`src/rtl/mem_pkg.sv`:
```
// Shared types and constants for the memory-stage access controller.
package mem_pkg;

  typedef enum logic [1:0] {
    IDLE,
    BUSY,
    DONE
  } memState_e;

  // Read data substituted when a load is abandoned by the timeout.
  localparam logic [31:0] MEM_ERR_DATA  = 32'hDEAD_BEEF;
  localparam int          TIMEOUT_CNT_W = 16;

endpackage

```
`src/rtl/mem_timeout_ctr.sv`:
```
// Wait-cycle counter for the memory access timeout (used only with MEM_ACCESS_TIMEOUT_EN).
module mem_timeout_ctr
  import mem_pkg::*;
(
  input  logic                     clk_i,
  input  logic                     rst_i,
  input  logic                     clear_i,
  input  logic                     enable_i,
  input  logic [TIMEOUT_CNT_W-1:0] limit_i,
  output logic                     expired_o
);

  logic [TIMEOUT_CNT_W-1:0] count;

  // NOTE: sequential state uses non-blocking assignments so every register samples pre-edge values.
  always_ff @(posedge clk_i) begin
    if (rst_i || clear_i) begin
      count <= '0;
    end else if (enable_i) begin
      count <= count + 1'b1;
    end
  end

  // Fires in the wait cycle that would bring the count up to the limit.
  assign expired_o = enable_i && (count == limit_i - 1'b1);

endmodule

```
`src/rtl/mem_access_unit.sv`:
```
// Memory-stage load/store controller: req/ack handshake with pipeline stall.
// Optional timeout abort is enabled by defining MEM_ACCESS_TIMEOUT_EN.
module mem_access_unit
  import mem_pkg::*;
#(
  parameter int DATA_W         = 32,
  parameter int TIMEOUT_CYCLES = 255
) (
  input  logic              clk_i,
  input  logic              rst_i,
  input  logic              MemRead_i,
  input  logic              MemWrite_i,
  input  logic [DATA_W-1:0] ALUResult_i,
  input  logic [DATA_W-1:0] WrData_i,
  output logic [DATA_W-1:0] ALUResult_o,
  output logic [DATA_W-1:0] RDData_o,
  output logic              stall_o,
  output logic              mem_req_o,
  output logic              mem_we_o,
  output logic [DATA_W-1:0] mem_addr_o,
  output logic [DATA_W-1:0] mem_wdata_o,
  input  logic              mem_ack_i,
  input  logic [DATA_W-1:0] mem_rdata_i,
  output logic              mem_err_o
);

  memState_e state;
  logic      memReq;
  logic      timeoutHit;

  assign memReq      = MemRead_i | MemWrite_i;
  assign ALUResult_o = ALUResult_i;
  // Stall rises in the request's own IDLE cycle so EX/MEM freezes immediately.
  assign stall_o     = (state == BUSY) || ((state == IDLE) && memReq);

`ifdef MEM_ACCESS_TIMEOUT_EN
  logic ctrClear;
  logic ctrEnable;

  assign ctrClear  = (state == IDLE) && memReq;
  assign ctrEnable = (state == BUSY) && !mem_ack_i;

  mem_timeout_ctr u_timeoutCtr (
    .clk_i     (clk_i),
    .rst_i     (rst_i),
    .clear_i   (ctrClear),
    .enable_i  (ctrEnable),
    .limit_i   (TIMEOUT_CNT_W'(TIMEOUT_CYCLES)),
    .expired_o (timeoutHit)
  );

  always_ff @(posedge clk_i) begin
    if (rst_i) begin
      mem_err_o <= 1'b0;
    end else if (timeoutHit) begin
      mem_err_o <= 1'b1;
    end
  end
`else
  assign timeoutHit = 1'b0;
  assign mem_err_o  = 1'b0;
`endif

  always_ff @(posedge clk_i) begin
    if (rst_i) begin
      state       <= IDLE;
      RDData_o    <= '0;
      mem_req_o   <= 1'b0;
      mem_we_o    <= 1'b0;
      mem_addr_o  <= '0;
      mem_wdata_o <= '0;
    end else begin
      case (state)
        IDLE: begin
          if (memReq) begin
            // A simultaneous read and write is treated as a write.
            mem_we_o    <= MemWrite_i;
            mem_addr_o  <= ALUResult_i;
            mem_wdata_o <= WrData_i;
            mem_req_o   <= 1'b1;
            state       <= BUSY;
          end
        end
        BUSY: begin
          if (mem_ack_i) begin
            if (!mem_we_o) RDData_o <= mem_rdata_i;
            mem_req_o <= 1'b0;
            state     <= DONE;
          end else if (timeoutHit) begin
            if (!mem_we_o) RDData_o <= DATA_W'(MEM_ERR_DATA);
            mem_req_o <= 1'b0;
            state     <= DONE;
          end
        end
        DONE: begin
          // Inputs here still belong to the finished instruction.
          state <= IDLE;
        end
        default: begin
          state     <= IDLE;
          mem_req_o <= 1'b0;
        end
      endcase
    end
  end

endmodule

```
`config.mk`:
```
export PLATFORM = sky130hd
export DESIGN_NAME = mem_access_unit
export DESIGN_NICKNAME = d
export VERILOG_FILES = /design/src/rtl/mem_pkg.sv /design/src/rtl/mem_timeout_ctr.sv /design/src/rtl/mem_access_unit.sv
export SDC_FILE = /design/constraint.sdc
export NUM_CORES = 1
export LEC_CHECK = 0
export BUFFER_PORTS_ARGS = -buffer_cell sky130_fd_sc_hd__buf_4
export CAP_MARGIN = 30
export CORE_ASPECT_RATIO = 0.9
export CORE_UTILIZATION = 41
export DETAILED_ROUTE_END_ITERATION = 7
export MAX_ROUTING_LAYER = met4
export PLACE_DENSITY = 0.81
export REMOVE_ABC_BUFFERS = 1
export SETUP_SLACK_MARGIN = 0.05
export SLEW_MARGIN = 30
export SYNTH_ARGS = -nofsm -noshare
export SYNTH_HDL_FRONTEND = slang
export SYNTH_SLANG_ARGS = --single-unit
export TNS_END_PERCENT = 50
```
`constraint.sdc`:
```
create_clock -name clk_i -period 1.12 [get_ports clk_i]
set_input_delay 0.224 -clock clk_i [delete_from_list [all_inputs] [get_ports clk_i]]
set_output_delay 0.224 -clock clk_i [all_outputs]
set_load 0.01 [all_outputs]
```
==> flow_metrics.env <==
export IMPL_status="finished, violations left"
export IMPL_failed_checks="DRC, setup timing"
export IMPL_dr_max_layer_used="met4"
export IMPL_cts_sink_count=100
export IMPL_multi_input_area_sq_um=2060
export IMPL_slowest_stage="dfxtp_4"
export IMPL_grt_pass1_wl_microns=17000
export IMPL_synth_cells=471
export IMPL_ios=233
export IMPL_dieHeight_microns=100
export IMPL_overflow=0
export IMPL_internal_power_uw=6920
export IMPL_grt_total_usage_pct=19.4
export IMPL_critical_path_top_delay_family="flip-flops"
export IMPL_worstSetupStartpointType="flip-flop"
export IMPL_n_antenna_cell=0
export IMPL_rows=35
export IMPL_die_area_sq_um=11100
export IMPL_register_area_sq_um=2010
export IMPL_place_hpwl_microns=8160
export IMPL_avgSynthCellArea_sq_um=9.34
export IMPL_firstDrtPassIters=8
export IMPL_hold_viol_final=0
export IMPL_initial_core_util_pct=42.6
export IMPL_ys_warn_count=0
export IMPL_grt_max_degree=57
export IMPL_root_buffer="clkbuf_16"
export IMPL_setup_ws_ns=-0.200
export IMPL_wire_per_inst_microns=13.9
export IMPL_drcViolationCount=36
export IMPL_ys_seq_area_share_pct=45.5
export IMPL_comb_power_share_pct=21.6
export IMPL_leakagePower_uw=0.00307
export IMPL_vias=3847
export IMPL_syn_to_final_growth_pct=50.3
export IMPL_place_congestion=0.786
export IMPL_stdcell_area_sq_um=6610
export IMPL_syn_area_sq_um=4400
export IMPL_pwr_share_clk_pct=35.0
export IMPL_fp_dieW_microns=111
export IMPL_clkLatencyLatePin_ns=0.33
export IMPL_ant_nets=0
export IMPL_fin_crit_sh_pct=118
export IMPL_crit_fanout=5
export IMPL_nNetsFinal=775
export IMPL_htree_levels=3
export IMPL_irDropWorstVdd_mv=0.661
export IMPL_drive_gt1_share_pct=44.4
export IMPL_crit_arrival_ns=1.10
export IMPL_fillers=856
export IMPL_dpl_cell_area_sq_um=6130
export IMPL_wl_microns=11200
export IMPL_crit_chain="buf_6 > nor2_1 > buf_4"
export IMPL_tns_ns=-12.83
export IMPL_rsz0062_at_grt="yes"
export IMPL_final_min_clock_period_ns=1.32
export IMPL_fmax_ghz=0.758
export IMPL_p_per_area_nw_per_um2=1390
export IMPL_io_buffers=231
export IMPL_synth_distinct_cells=21
export IMPL_p_sw_uw=2300
export IMPL_drv_slew=0
export IMPL_hold_path_class="input pin to flip-flop"
export IMPL_clk_path_buf_depth=2
export IMPL_grt_pass1_vias=3604
export IMPL_setup_violations=98
export IMPL_worstPathRequired_ns=0.90
export IMPL_antenna_found_initial=0
export IMPL_worstSetupPathType="flip-flop to output pin"
export IMPL_drtIter0Drc=283
export IMPL_drt_vias_per_instance=4.77
export IMPL_total_power_uw=9220
export IMPL_core_area_sq_um=10300
export IMPL_ys_ff_latch=100
export IMPL_crit_path_end_kind="output pin"
export IMPL_drt_met1_wl_microns=4520
export IMPL_path_clk_slew_ns=0.07
export IMPL_p_seq_share_pct=43.4
export IMPL_switching_share_pct=25.0
export IMPL_crit_buf_inv=2
export IMPL_pre_cts_ws_ns=-0.146
export IMPL_numCtsBuffers=9
export IMPL_drv_cap=0
export IMPL_met2RoutedLength_microns=5700
export IMPL_max_stage_delay_ns=0.37
export IMPL_cts_tree="done"
export IMPL_routed_wl_met3_microns=820
export IMPL_clock_skew_ns=0.00759
## metrics by stage
| stage | instances | hold WS, ns | utilization [%] |
|---|---|---|---|
| 3_3_place_gp | 789 | 0.440 | 59.3 |
| 6_report | 807 | 0.140 | 64.0 |
| 3_5_place_dp | 789 | 0.446 | 59.3 |
| 4_1_cts | 805 | 0.128 | 62.7 |
| 2_1_floorplan | 405 | 0.293 | - |
| 5_1_grt | 807 | 0.131 | 64.0 |
## routing by layer
metal	up-vias	track usage [%]
met1	1777	22.2
met4	0	6.13
met2	174	34.0
li1	1879	-
met3	17	4.29
met5	-	-
## worst register-to-register path: stages, from the launching register on
cell and delay (ns):
dfxtp_4 0.35, buf_6 0.13, nor3_4 0.20, buf_12 0.17, buf_12 0.18, mux2i_1 0.21
## timing repair
item                       in CTS  in global routing
cloned                          0                  2
resized for setup              12                 25
pin swaps                       4                  4
hold buffers                    0                  0
setup endpoints to repair     102                119
buffers inserted                1                  0
## layout by cell type (no fill, tap or decap), types with 5 or more instances in the layout
cell,synthesis,routed
buf_4,37,244
a21oi_2,0,17
mux2i_1,64,64
clkbuf_16,0,11
a21oi_1,34,17
buf_12,0,7
dfxtp_1,100,97
nand2b_1,129,129
nand2_1,65,62
buf_6,6,5
## path summary, 6_finish.rpt
path | startpoint | endpoint | slack, ns | cells past startpoint
worst min-delay path | mem_rdata_i[23] | RDData_o[23] | 0.14 | 3
worst min register to register | RDData_o[2] | RDData_o[2] | 0.45 | 2
worst max register to register | state[0] | mem_wdata_o[28] | -0.19 | 5
worst max-delay path | state[1] | stall_o | -0.20 | 3
## kinds of logic (layout without fill, tap and decap cells)
kind of cell    after synthesis  count (layout)  share of synthesized area, %
buf+inv                      66             273                          10.0
compound gates               36              36                          4.10
simple gates                204             204                          25.7
flops                       100             100                          45.5
mux                          64              64                          14.6
other cells                   1               1                        0.0852
## layout make-up
type,instances,share of cell area [%]
multi-input combinational,305,31.1
timing repair buffer,258,31.4
sequential,100,30.4
clock buffer,10,3.46
tap,129,2.44
clock inverter,5,1.17
## sequential cells by signal (all words and copies together) (netlist names)
register	cells
mem_we_o	1
RDData_o	32
mem_addr_o	32
mem_wdata_o	32
state	2
mem_req_o	1
## power groups by stage
stage / clock network, uW / logic (uW) / registers, uW
after global placement: 0 / 1870 / 4070
after global routing: 3470 / 2130 / 4030
after floorplan: 0 / 663 / 4180
after detailed placement: 0 / 1910 / 4080
final: 3230 / 1990 / 4000
after CTS: 3300 / 1950 / 4000
## cells in the mapped netlist
master | number | area [sq um]
conb_1 | 1 | 3.75
nor3_2 | 1 | 10.0
buf_2 | 7 | 35.0
or4b_2 | 1 | 10.0
dfxtp_1 | 100 | 2000
buf_6 | 6 | 67.6
and4bb_1 | 1 | 12.5
nor4bb_1 | 1 | 10.0
buf_4 | 37 | 278
nand4bb_1 | 1 | 11.3
nand2b_1 | 129 | 807
mux2i_1 | 64 | 641
or3b_2 | 1 | 8.76
or3_1 | 1 | 6.26
buf_1 | 1 | 3.75
nor2_1 | 2 | 7.51
a21oi_1 | 34 | 170
nand2_1 | 65 | 244
o21ai_0 | 2 | 10.0
nor3_1 | 1 | 5.00
clkbuf_1 | 15 | 56.3
(Power assumes the default switching activity.)
